**src/rtl/rv_pipe_pkg.sv**
```systemverilog
// Shared RISC-V pipeline types and constants: datapath width, NOP encoding, IF/ID bundle.
// Latency: n/a (package only).
// Backpressure: n/a (package only).
package rv_pipe_pkg;

    localparam int              XLEN         = 32;
    localparam logic [31:0]     NOP_INSTR    = 32'h0000_0013;   // addi x0, x0, 0
    localparam logic [XLEN-1:0] RESET_PC_DEF = '0;

    // Contents of the IF/ID pipeline register
    typedef struct packed {
        logic [XLEN-1:0] pc;
        logic [XLEN-1:0] pc4;
        logic [31:0]     instr;
        logic            valid;
    } if_id_t;

    // Sequential next PC; wraps modulo 2^XLEN with no overflow indication
    function automatic logic [XLEN-1:0] pc_inc(input logic [XLEN-1:0] pc);
        return pc + XLEN'(4);
    endfunction

endpackage

```
**src/rtl/if_id_reg.sv**
```systemverilog
// IF/ID pipeline register: loads a fetched bundle, holds it, or replaces it with a NOP bubble.
// Latency: one cycle from dat_i to dat_o when loaded.
// Backpressure: bubble_i wins over load_i; with neither asserted the contents are held (stall).
module if_id_reg (
    input  logic                clk,
    input  logic                rst_n,
    input  logic                bubble_i,
    input  logic                load_i,
    input  rv_pipe_pkg::if_id_t dat_i,
    output rv_pipe_pkg::if_id_t dat_o
);
    import rv_pipe_pkg::*;

    if_id_t ifid_q;
    if_id_t ifid_d;

    // Next contents: a bubble keeps pc/pc4 so downstream sees stable link values
    always_comb begin
        ifid_d = ifid_q;
        if (bubble_i) begin
            ifid_d.instr = NOP_INSTR;
            ifid_d.valid = 1'b0;
        end else if (load_i) begin
            ifid_d = dat_i;
        end
    end

    // Register with asynchronous reset to an empty (bubble) slot
    always_ff @(posedge clk or negedge rst_n) begin
        if (!rst_n) begin
            ifid_q.pc    <= '0;
            ifid_q.pc4   <= XLEN'(4);
            ifid_q.instr <= NOP_INSTR;
            ifid_q.valid <= 1'b0;
        end else begin
            ifid_q <= ifid_d;
        end
    end

    assign dat_o = ifid_q;

endmodule

```
**src/rtl/if_fetch_stage.sv**
```systemverilog
// Instruction fetch: owns the PC, addresses imem, captures word+PC into IF/ID. Optional: IF_MISALIGN_CHECK_EN.
// Latency: instruction at imem_addr_o appears on if_id_* one cycle later (async-read memory).
// Backpressure: start > redirect_i > stall_i > flush_i; stall holds PC and IF/ID, flush bubbles IF/ID.
module if_fetch_stage #(
    parameter int                                 XLEN     = rv_pipe_pkg::XLEN,
    parameter logic [rv_pipe_pkg::XLEN-1:0]       RESET_PC = rv_pipe_pkg::RESET_PC_DEF
) (
    input  logic            clk,
    input  logic            rst_n,
    input  logic            start,
    input  logic            stall_i,
    input  logic            flush_i,
    input  logic            redirect_i,
    input  logic [XLEN-1:0] redirect_pc_i,
    output logic [XLEN-1:0] imem_addr_o,
    input  logic [31:0]     imem_rdata_i,
    output logic [XLEN-1:0] if_id_pc_o,
    output logic [XLEN-1:0] if_id_pc4_o,
    output logic [31:0]     if_id_instr_o,
`ifdef IF_MISALIGN_CHECK_EN
    output logic            if_id_misalign_o,
`endif
    output logic            if_id_valid_o
);
    import rv_pipe_pkg::*;

    logic [XLEN-1:0] pc_q;
    logic [XLEN-1:0] pc_d;
    logic [XLEN-1:0] pc_plus4;
    logic [XLEN-1:0] redirect_aligned;
    logic            ifid_bubble;
    logic            ifid_load;
    if_id_t          fetch_dat;
    if_id_t          ifid_dat;

    assign pc_plus4         = pc_inc(pc_q);
    // Masking (rather than slicing) keeps all target bits in use; low bits are dropped
    assign redirect_aligned = redirect_pc_i & ~XLEN'(3);

    // Next PC selection in priority order
    always_comb begin
        pc_d = pc_plus4;
        if (start) begin
            pc_d = RESET_PC;
        end else if (redirect_i) begin
            pc_d = redirect_aligned;
        end else if (stall_i) begin
            pc_d = pc_q;
        end
    end

    // PC register
    always_ff @(posedge clk or negedge rst_n) begin
        if (!rst_n) begin
            pc_q <= RESET_PC;
        end else begin
            pc_q <= pc_d;
        end
    end

    // IF/ID control: redirect beats stall because the redirecting branch is older
    always_comb begin
        ifid_bubble = start | redirect_i | (flush_i & ~stall_i);
        ifid_load   = ~start & ~redirect_i & ~stall_i & ~flush_i;
    end

    assign fetch_dat.pc    = pc_q;
    assign fetch_dat.pc4   = pc_plus4;
    assign fetch_dat.instr = imem_rdata_i;
    assign fetch_dat.valid = 1'b1;

    if_id_reg u_if_id_reg (
        .clk      (clk),
        .rst_n    (rst_n),
        .bubble_i (ifid_bubble),
        .load_i   (ifid_load),
        .dat_i    (fetch_dat),
        .dat_o    (ifid_dat)
    );

    assign imem_addr_o   = pc_q;
    assign if_id_pc_o    = ifid_dat.pc;
    assign if_id_pc4_o   = ifid_dat.pc4;
    assign if_id_instr_o = ifid_dat.instr;
    assign if_id_valid_o = ifid_dat.valid;

`ifdef IF_MISALIGN_CHECK_EN
    // pend: last redirect target was misaligned and nothing at the new PC is captured yet
    logic misal_pend_q;
    logic misal_pend_d;
    logic misal_flag_q;
    logic misal_flag_d;

    // Misalign tracking follows the same priority as the IF/ID register
    always_comb begin
        misal_pend_d = misal_pend_q;
        misal_flag_d = misal_flag_q;
        if (start) begin
            misal_pend_d = 1'b0;
            misal_flag_d = 1'b0;
        end else if (redirect_i) begin
            misal_pend_d = |redirect_pc_i[1:0];
            misal_flag_d = 1'b0;
        end else if (stall_i) begin
            misal_pend_d = misal_pend_q;
        end else if (flush_i) begin
            // first word at the new PC is discarded, so its flag goes with it
            misal_pend_d = 1'b0;
            misal_flag_d = 1'b0;
        end else begin
            misal_flag_d = misal_pend_q;
            misal_pend_d = 1'b0;
        end
    end

    // Misalign state registers
    always_ff @(posedge clk or negedge rst_n) begin
        if (!rst_n) begin
            misal_pend_q <= 1'b0;
            misal_flag_q <= 1'b0;
        end else begin
            misal_pend_q <= misal_pend_d;
            misal_flag_q <= misal_flag_d;
        end
    end

    assign if_id_misalign_o = misal_flag_q;
`endif

endmodule

```
**config.mk**
```make
export PLATFORM = sky130hd
export DESIGN_NAME = if_fetch_stage
export DESIGN_NICKNAME = d
export VERILOG_FILES = /design/src/rtl/rv_pipe_pkg.sv /design/src/rtl/if_id_reg.sv /design/src/rtl/if_fetch_stage.sv
export SDC_FILE = /design/constraint.sdc
export NUM_CORES = 1
export LEC_CHECK = 0
export BUFFER_PORTS_ARGS = -buffer_cell sky130_fd_sc_hd__buf_2
export CORE_UTILIZATION = 56
export CTS_BUF_LIST = sky130_fd_sc_hd__clkbuf_2
export CTS_CLUSTER_DIAMETER = 60
export DETAILED_ROUTE_END_ITERATION = 7
export PLACE_DENSITY = 0.88
export SYNTH_ARGS = -nofsm -noshare
export SYNTH_HDL_FRONTEND = slang
export SYNTH_SLANG_ARGS = --single-unit
export TNS_END_PERCENT = 20
```
**constraint.sdc**
```tcl
create_clock -name clk -period 5.79 [get_ports clk]
set_input_delay 0.2895 -clock clk [delete_from_list [all_inputs] [get_ports clk]]
set_output_delay 0.2895 -clock clk [all_outputs]
set_load 0.005 [all_outputs]
```
==> out/metrics.cfg, run 1 <==
[clocking]
cts_root_buf = clkbuf_2
cts_setup_buffers = 0
cts_resized = 0
htree_num_levels = 4
numClockSinks = 123
cts_hold_buf = 66
cts_buffers = 17
clock_path_buffers = 2
clkLatencyLatePin_ns = 0.66
cts_tree = yes
path_clk_slew_ns = 0.17

[timing]
finClkSkew_ns = 0.02056
max_freq_mhz = 409.7
report.final.hold_viol_count = 0
rsz0062_at_grt = no
fin_setup_tns_ns = 0
final_max_slew_viol_count = 0
tightest_slew_ns = 1.047
finalCritPeriodShare = 0.4216
min_period_ns = 2.441
finalSetupViolations = 0
slew_headroom = 0.3020

[worst_hold_path]
hp-class = primary input to flip-flop

[worst_setup_path]
startpoint_type = flip-flop
cpMaxStageDelayCell = or3_1
crit_required_ns = 6.33
crit_chain = ha_1 > nand3_1 > or3_1 > nor4_4 > mux2i_1 > o22ai_1
max_stage_delay_ns = 0.61
cp.arrival_ns = 2.98
timing.critical_path.fanout_max = 10
endpoint_kind = flip-flop
critical_path_class = flip-flop to flip-flop

[die]
core-area_sq_um = 10230
io_pins = 199
initial_core_util = 0.5749
dieArea_sq_um = 10920
chipHeight_um = 104.5
rows = 37
die_x_um = 104.5

[synth]
synth.avg_cell_area_sq_um = 9.869
synth_ff_type = dfrtp_1
yosys-top-cells-count = nand2_1, dfrtp_1, nor2_1
synth_edf_count = 0
async_flop_share = 1.000
synth_area_leaders = dfrtp_1, nand2_1, xnor2_1
ys_seq_area_frac = 0.5241
yosysWarnings = 0
synth_most_common_cell = nand2_1
synth_cell_types = 55
yosysTopAreaCell = dfrtp_1
ys_ff_latch = 123
synth_area_sq_um = 5882
syn-instance-count = 596
netlist.area_leader.share = 0.5063

[global_route]
grt_use_total = 0.3108
grt_max_degree = 67
grt_pass1_wl_um = 26710
antenna_found_initial = 0
grt_overflow_total = 0
grt_pass1_vias = 5502

[power]
irDropWorstVdd_mv = 0.1576
leakagePower_uw = 0.003788
p_total_uw = 1805
powerDensity_nw_per_um2 = 238.9

[cells_and_area]
syn_to_final_growth_pct = 28.44
final_layout_size_suffix_gt1_frac = 0.2926
antenna_cells = 0
nets = 894
fillers = 701

[place]
place_congestion = 0.7891
io_buffers = 190
dp_hpwl_um = 10360

[detailed_routing]
routed_wirelength_um = 16470
post_drt_wl_per_cell_um = 16.98
vias = 5424
drc = 0
drt-pass1-iter-count = 5
drtIter0Drc = 342
final_antenna_net_count = 0
routed_via_density = 5.592

[run_status]
status = completed

[run]
drv_cap = 0

report_power, final:
part	internal, uW	total [uW]	leakage [uW]	switching [uW]
sequential	939	1010	0.00163	69.9
combinational	150	303	0.00203	153
clock	188	493	0.000125	305
total	1280	1810	0.00379	527
critical path, delay by kind of cell, from the launching register on:
| family | cells | cell delay [ns] |
|---|---|---|
| AND/OR/NAND/NOR | 3 | 1.19 |
| flip-flops | 1 | 0.47 |
| adder cells (fa/ha/maj) | 1 | 0.29 |
| multiplexers | 1 | 0.25 |
| AO/OA/AOI/OAI | 1 | 0.10 |
stage by stage:
| stage | area, sq um | hold WS, ns | util | setup slack, ns | std cells |
|---|---|---|---|---|---|
| 2_1_floorplan | 5901 | -0.006091 | - | 3.821 | 601 |
| 3_3_place_gp | 6694 | 0.4132 | 0.6543 | 3.228 | 874 |
| 3_5_place_dp | 6694 | 0.4370 | 0.6543 | 3.125 | 874 |
| 4_1_cts | 7555 | 0.02183 | 0.7384 | 3.347 | 970 |
| 5_1_grt | 7555 | 0.02593 | 0.7384 | 3.183 | 970 |
| 6_report | 7555 | 0.07369 | 0.7384 | 3.349 | 970 |
flip-flops by register name, summed over array words and instances, names as in the netlist:
signal and count:
u_if_id_reg.dat_o 93, imem_addr_o 30
metal layers:
layer  vias to the layer above  wire length (um)  track usage
met5                         -                 0            0
met4                         0               422       0.1306
met3                        41              1396      0.09023
met2                       301              8196       0.5199
met1                      2610              6453       0.3750
li1                       2472                 -            -
layout make-up:
| cell class | instances | area, sq um | area share |
|---|---|---|---|
| Clock inverter | 11 | 105.1 | 0.01391 |
| Inverter | 3 | 11.26 | 0.001491 |
| Tap cell | 136 | 170.2 | 0.02252 |
| Clock buffer | 19 | 95.09 | 0.01259 |
| Multi-Input combinational cell | 418 | 2446 | 0.3238 |
| Sequential cell | 123 | 3083 | 0.4081 |
| Timing Repair Buffer | 260 | 1644 | 0.2176 |
layout by cell type (no fill, tap or decap), types with 3 or more instances in the layout:
cell type,count
clkinv_1,4
nand3_1,14
nor2_1,37
nand2_1,142
buf_2,189
nor4_4,3
dfstp_2,4
nor3_2,3
nor3_1,12
xnor2_1,34
dlygate4sd3_1,66
clkbuf_2,19
nand4_1,7
nor4_1,5
a211oi_1,14
o22a_1,3
dfrtp_1,119
o21bai_1,3
a21oi_1,14
mux2i_1,4
xor2_1,16
conb_1,6
or3_1,5
o21ai_0,32
and3_1,5
buf_4,5
clkinv_2,3
a22o_1,29
kinds of logic after synthesis:
family                   share of synthesized area
AO/OA/AOI/OAI                               0.1217
XOR/XNOR                                   0.07445
adder cells (fa/ha/maj)                   0.002127
buffers and inverters                      0.06424
flip-flops                                  0.5241
multiplexers                              0.006807
other                                    0.0006376
AND/OR/NAND/NOR                             0.2059
worst paths after layout:
kind	from	cells after the start	slack (ns)	endpoint
setup / recovery	imem_addr_o[2]	6	3.35	imem_addr_o[30]
hold / removal	redirect_i	3	0.07	imem_addr_o[5]
setup reg to reg	imem_addr_o[2]	6	3.35	imem_addr_o[30]
hold reg to reg	u_if_id_reg.dat_o[81]	2	0.49	u_if_id_reg.dat_o[81]
max in group asynchronous	rst_n	3	4.27	imem_addr_o[15]
min in group asynchronous	rst_n	2	0.27	imem_addr_o[6]
Power figures use the tool's default switching activity.
==> run 2, diff against run 1 <==
--- a/config.mk
+++ b/config.mk
@@ -6,11 +6,11 @@
 export NUM_CORES = 1
 export LEC_CHECK = 0
 export BUFFER_PORTS_ARGS = -buffer_cell sky130_fd_sc_hd__buf_2
-export CORE_UTILIZATION = 56
+export CORE_UTILIZATION = 47
 export CTS_BUF_LIST = sky130_fd_sc_hd__clkbuf_2
 export CTS_CLUSTER_DIAMETER = 60
 export DETAILED_ROUTE_END_ITERATION = 7
-export PLACE_DENSITY = 0.88
+export PLACE_DENSITY = 0.78
 export SYNTH_ARGS = -nofsm -noshare
 export SYNTH_HDL_FRONTEND = slang
 export SYNTH_SLANG_ARGS = --single-unit
==> constraint.sdc (replaced) <==
create_clock -name clk -period 2 [get_ports clk]
set_input_delay 0.1 -clock clk [delete_from_list [all_inputs] [get_ports clk]]
set_output_delay 0.1 -clock clk [all_outputs]
set_load 0.005 [all_outputs]
==> out/metrics.cfg, run 2 (synthesized netlist as in run 1, its figures left out) <==
[worst_setup_path]
max_stage_delay_ns = 0.57  ; -0.04 ns
crit_chain = nand4_2 > or4_1 > or4_4 > mux2i_1 > o22ai_1
crit_required_ns = 2.56  ; -3.77 ns
timing.critical_path.fanout_max = 5  ; -5
startpoint_type = flip-flop
cpMaxStageDelayCell = or4_1
cp.arrival_ns = 2.56  ; -0.42 ns
endpoint_kind = flip-flop
ff2ff_setup_slack_ns = 0.001  ; -3.35 ns
critical_path_class = flip-flop to flip-flop

[clocking]
cts_root_buf = clkbuf_2
cts_buffers = 17  ; unchanged
numClockSinks = 123  ; unchanged
clkLatencyLatePin_ns = 0.68  ; +0.02 ns
cts_tree = yes
htree_num_levels = 4  ; unchanged
path_clk_slew_ns = 0.20  ; +0.03 ns
clock_path_buffers = 2  ; unchanged

[die]
die_x_um = 113.9  ; +9.0%
dieArea_sq_um = 12970  ; +19%
chipHeight_um = 113.9  ; +9.0%
core-area_sq_um = 12110  ; +18%
io_pins = 199  ; unchanged
initial_core_util = 0.4856  ; -0.08926
rows = 40  ; +8.1%

[cells_and_area]
nets = 986  ; +10%
layout_common_cells = buf_2, nand2_1, dfrtp_1
fillers = 887  ; +27%
multi_input_area_sq_um = 2476  ; +1.2%
layout_commonest_cell = buf_2
seq_area_sq_um = 3084  ; about the same
antenna_cells = 0  ; unchanged
syn_to_final_growth_pct = 45.52
utilization = 0.7067  ; -0.03170
largest_reg_flops = 93  ; unchanged
final_layout_size_suffix_gt1_frac = 0.3200  ; +0.02748

[global_route]
antenna_found_initial = 0  ; unchanged
grt_overflow_total = 0  ; unchanged
grt_use_total = 0.2896  ; -0.02118
grt_max_degree = 62  ; -7.5%
grt_pass1_wl_um = 28750  ; +7.6%
grt_pass1_vias = 5885  ; +7.0%

[run_status]
status = completed

[detailed_routing]
drc = 0  ; unchanged
drtIter0Drc = 431  ; +26%
final_antenna_net_count = 0  ; unchanged
routed_wirelength_um = 18300  ; +11%
post_drt_wl_per_cell_um = 16.70  ; -1.6%
routed_via_density = 5.246  ; -6.2%
vias = 5750  ; +6.0%
drt-pass1-iter-count = 5  ; unchanged

[run]
drv_cap = 0  ; unchanged

[power]
powerDensity_nw_per_um2 = 668.0  ; +180%
leakagePower_uw = 0.004352  ; +15%
irDropWorstVdd_mv = 0.3743  ; +140%
p_total_uw = 5717  ; +220%

[place]
place_congestion = 0.8891  ; +13%
io_buffers = 190  ; unchanged
dp_hpwl_um = 11360  ; +9.6%

[timing]
slew_headroom = 0.6313  ; +0.3292
finalSetupViolations = 0  ; unchanged
finClkSkew_ns = 0.02109  ; +0.0005386 ns
report.final.hold_viol_count = 0  ; unchanged
rsz0062_at_grt = yes
min_period_ns = 1.999  ; -0.4419 ns
tightest_slew_ns = 0.5531  ; -0.4939 ns
finalCritPeriodShare = 0.9995  ; +0.5779
max_freq_mhz = 500.3  ; +22%
final_max_slew_viol_count = 0  ; unchanged

[worst_hold_path]
hp-class = primary input to flip-flop

run 2: changes by cell type in the layout (fill, tap and decap cells not counted), sizes merged:
cell	previous run	this run
clkinv	7	6
clkbuf	19	18
clkinvlp	2	4
bufinv	2	4
buf	194	238
dlygate4sd3	66	112
dlymetal6s4s	0	2
run 2: worst paths after layout:
kind,start,depth (start not counted),endpoint
max reg2reg,imem_addr_o[6],5,imem_addr_o[29]
max,imem_addr_o[6],5,imem_addr_o[29]
min in group asynchronous,rst_n,3,u_if_id_reg.dat_o[1]
min,redirect_i,5,u_if_id_reg.dat_o[35]
min reg2reg,u_if_id_reg.dat_o[72],2,u_if_id_reg.dat_o[72]
max in group asynchronous,rst_n,4,imem_addr_o[24]
run 2: area by class of cell:
type / instances / area share
clock buffer: 18 / 0.01052
clock inverter: 14 / 0.02076
inverter: 3 / 0.001316
multi-input combinational: 418 / 0.2893
sequential: 123 / 0.3603
tap: 168 / 0.02456
timing repair buffer: 352 / 0.2932
run 2: per-layer routing:
metal / part of all wire / vias to the layer above / routed length, um / GRT usage
li1: - / 2662 / - / -
met1: 0.41 / 2803 / 7535 / 0.3496
met2: 0.49 / 254 / 9024 / 0.4935
met3: 0.073 / 31 / 1327 / 0.08502
met4: 0.023 / 0 / 415 / 0.1048
met5: 0 / - / 0 / 0
run 2: what timing repair did:
action	4_1_cts	5_1_grt
setup endpoints to repair	0	40
hold buffers	115	0
endpoints found under the hold margin	213	0
buffers inserted	0	0
resized for setup	0	8
run 2: metrics by stage:
| stage | hold WS [ns] | TNS, ns | setup WS (ns) | area [sq um] | std cells |
|---|---|---|---|---|---|
| final | 0.1732 | 0 | 0.001050 | 8559 | 1096 |
| after global routing | 0.1806 | -0.2847 | -0.06784 | 8559 | 1096 |
| after CTS | 0.1199 | 0 | 0.002480 | 8523 | 1096 |
| after detailed placement | 0.1184 | 0 | 0.02116 | 7094 | 949 |
| after global placement | 0.09642 | 0 | 0.1019 | 7094 | 949 |
| after floorplan | -0.1956 | 0 | 0.03118 | 5901 | 601 |
run 2: worst max-delay path, delay by kind of cell (launching register included):
| family | cells | cell delay (ns) |
|---|---|---|
| AO/OA/AOI/OAI | 1 | 0.10 |
| flip-flops | 1 | 0.42 |
| multiplexers | 1 | 0.16 |
| AND/OR/NAND/NOR | 3 | 1.19 |
run 2: power by group:
part,leakage (uW),switching (uW),internal [uW]
sequential,0.00163,152,2720
clock,0.000151,979,807
combinational,0.00257,524,536
==> run 3, diff against run 2 <==
--- a/config.mk
+++ b/config.mk
@@ -6,11 +6,11 @@
 export NUM_CORES = 1
 export LEC_CHECK = 0
 export BUFFER_PORTS_ARGS = -buffer_cell sky130_fd_sc_hd__buf_2
-export CORE_UTILIZATION = 47
+export CORE_UTILIZATION = 52
 export CTS_BUF_LIST = sky130_fd_sc_hd__clkbuf_2
 export CTS_CLUSTER_DIAMETER = 60
 export DETAILED_ROUTE_END_ITERATION = 7
-export PLACE_DENSITY = 0.78
+export PLACE_DENSITY = 0.82
 export SYNTH_ARGS = -nofsm -noshare
 export SYNTH_HDL_FRONTEND = slang
 export SYNTH_SLANG_ARGS = --single-unit
==> constraint.sdc (replaced) <==
create_clock -name clk -period 2.1 [get_ports clk]
set_input_delay 0.105 -clock clk [delete_from_list [all_inputs] [get_ports clk]]
set_output_delay 0.105 -clock clk [all_outputs]
set_load 0.005 [all_outputs]
==> out/metrics.cfg, run 3 (synthesized netlist as in run 1, its figures left out) <==
[timing]
timing.hold.ws_ns = 0.1440  ; -0.02926 ns
min_period_ns = 2.035  ; +0.03572 ns
finalCritPeriodShare = 0.9689  ; -0.03058
max_freq_mhz = 491.5  ; -1.8%
report.final.hold_viol_count = 0  ; unchanged
fin_setup_tns_ns = 0  ; unchanged
fin_ws_ns = 0.06533  ; +0.06428 ns
rsz0062_at_grt = yes
finClkSkew_ns = 0.02431  ; +0.003218 ns
finalSetupViolations = 0  ; unchanged
final_max_slew_viol_count = 0  ; unchanged

[die]
io_pins = 199  ; unchanged
rows = 38  ; -5.0%
chipHeight_um = 108.4  ; -4.8%
core-area_sq_um = 10940  ; -9.7%
die_x_um = 108.4  ; -4.8%
initial_core_util = 0.5379  ; +0.05223
dieArea_sq_um = 11740  ; -9.5%

[worst_setup_path]
endpoint_kind = flip-flop
setup.worst_path.start = imem_addr_o[3]
endpoint = imem_addr_o[6]
ff2ff_setup_slack_ns = 0.07  ; +0.06 ns
critical_path_class = flip-flop to flip-flop
startpoint_type = flip-flop
cp.arrival_ns = 2.65  ; +0.09 ns
r2r_end = imem_addr_o[6]
timing.critical_path.fanout_max = 5  ; unchanged
r2r-start = imem_addr_o[3]
reg2reg_depth = 8  ; +3
crit_required_ns = 2.71  ; +0.15 ns

[place]
post_dp_cell_area_sq_um = 7017  ; -1.1%
dp_worst_setup_slack_ns = 0.01943  ; -0.001737 ns
dp_hpwl_um = 10960  ; -3.5%
io_buffers = 190  ; unchanged
place_congestion = 0.8523  ; -4.1%

[clocking]
clock_path_buffers = 2  ; unchanged
path_clk_slew_ns = 0.19  ; about the same
numClockSinks = 123  ; unchanged
clkLatencyLatePin_ns = 0.71  ; +0.03 ns
cts_buffers = 17  ; unchanged
cts_tree = yes
cts_root_buf = clkbuf_2
htree_num_levels = 4  ; unchanged

[detailed_routing]
vias = 5770  ; +0.35%
routed_wirelength_um = 18230  ; -0.42%
drt-pass1-iter-count = 6  ; +1
wl_met2_um = 9117  ; +1.0%
wl_met1_um = 7099  ; -5.8%
drtIter0Drc = 396  ; -8.1%
routed_via_density = 5.516  ; +5.1%
final_antenna_net_count = 0  ; unchanged
met3_length_um = 1457  ; +9.8%
post_drt_wl_per_cell_um = 17.42  ; +4.3%
top_layer = met4
drc = 0  ; unchanged

[power]
leakagePower_uw = 0.004194  ; -3.6%
irDropWorstVdd_mv = 0.4276  ; +14%
powerDensity_nw_per_um2 = 672.7  ; +0.71%
p_total_uw = 5613  ; -1.8%

[cells_and_area]
final_layout_size_suffix_gt1_frac = 0.3333  ; +0.01329
nets = 964  ; -2.2%
design_area_sq_um = 8344  ; -2.5%
layout_common_cells = buf_2, nand2_1, dfrtp_1
largest_reg_flops = 93  ; unchanged
layout_commonest_cell = buf_2
fillers = 704  ; -21%
syn_to_final_growth_pct = 41.86
antenna_cells = 0  ; unchanged

[global_route]
grt_use_total = 0.3181  ; +0.02846
grt_max_degree = 50  ; -19%
grt_pass1_wl_um = 28270  ; -1.7%
grt_overflow_total = 0  ; unchanged
antenna_found_initial = 0  ; unchanged
grt_pass1_vias = 5787  ; -1.7%

[worst_hold_path]
min-delay-start = imem_rdata_i[8]
hp-class = primary input to flip-flop

[run_status]
status = completed

[run]
drv_cap = 0  ; unchanged

-- run 3: worst min-delay path by stage --
stage	cells past startpoint	slack (ns)	end
2_1_floorplan	0	-0.19	imem_addr_o[10]
3_3_place_gp	1	0.11	u_if_id_reg.dat_o[74]
3_5_place_dp	1	0.12	u_if_id_reg.dat_o[75]
4_1_cts	3	0.10	u_if_id_reg.dat_o[14]
5_1_grt	3	0.11	u_if_id_reg.dat_o[13]
6_report	3	0.14	u_if_id_reg.dat_o[9]
-- run 3: worst max-delay path, cell delays in order, from the launching register on --
cell and delay [ns]:
dfrtp_2 0.48, ha_1 0.21, buf_4 0.16, nand3_2 0.09, nor2_1 0.05, xor2_1 0.14
mux2i_1 0.18, nor2_1 0.06, dlygate4sd3_1 0.57
-- run 3: layout make-up --
cell class / instances / area, sq um / area share
Tap cell: 140 / 175.2 / 0.02099
Timing Repair Buffer: 330 / 2282 / 0.2735
Sequential cell: 123 / 3085 / 0.3698
Multi-Input combinational cell: 418 / 2484 / 0.2976
Clock buffer: 17 / 85.08 / 0.01020
Clock inverter: 15 / 221.5 / 0.02654
Inverter: 3 / 11.26 / 0.001350
-- run 3: routing by layer --
| metal | global-route usage | up-vias |
|---|---|---|
| li1 | - | 2606 |
| met5 | 0 | - |
| met1 | 0.3820 | 2786 |
| met4 | 0.1390 | 0 |
| met3 | 0.07354 | 64 |
| met2 | 0.5464 | 314 |
-- run 3: where the power goes --
| group | internal [uW] | total [uW] | switching, uW |
|---|---|---|---|
| sequential | 2590 | 2740 | 151 |
| combinational | 502 | 1010 | 503 |
| clock | 904 | 1870 | 961 |
| total | 4000 | 5610 | 1610 |
-- run 3: metrics by stage --
step           utilization  cells
2_1_floorplan            -    601
3_3_place_gp        0.6416    917
3_5_place_dp        0.6416    917
4_1_cts             0.7577   1043
5_1_grt             0.7630   1046
6_report            0.7630   1046
-- run 3: repair_timing --
item / in CTS / in global routing
setup endpoints to repair: 4 / 10
endpoints found under the hold margin: 210 / 0
resized for setup: 2 / 11
pin swaps: 0 / 1
setup buffers: 0 / 4
hold buffers: 94 / 0
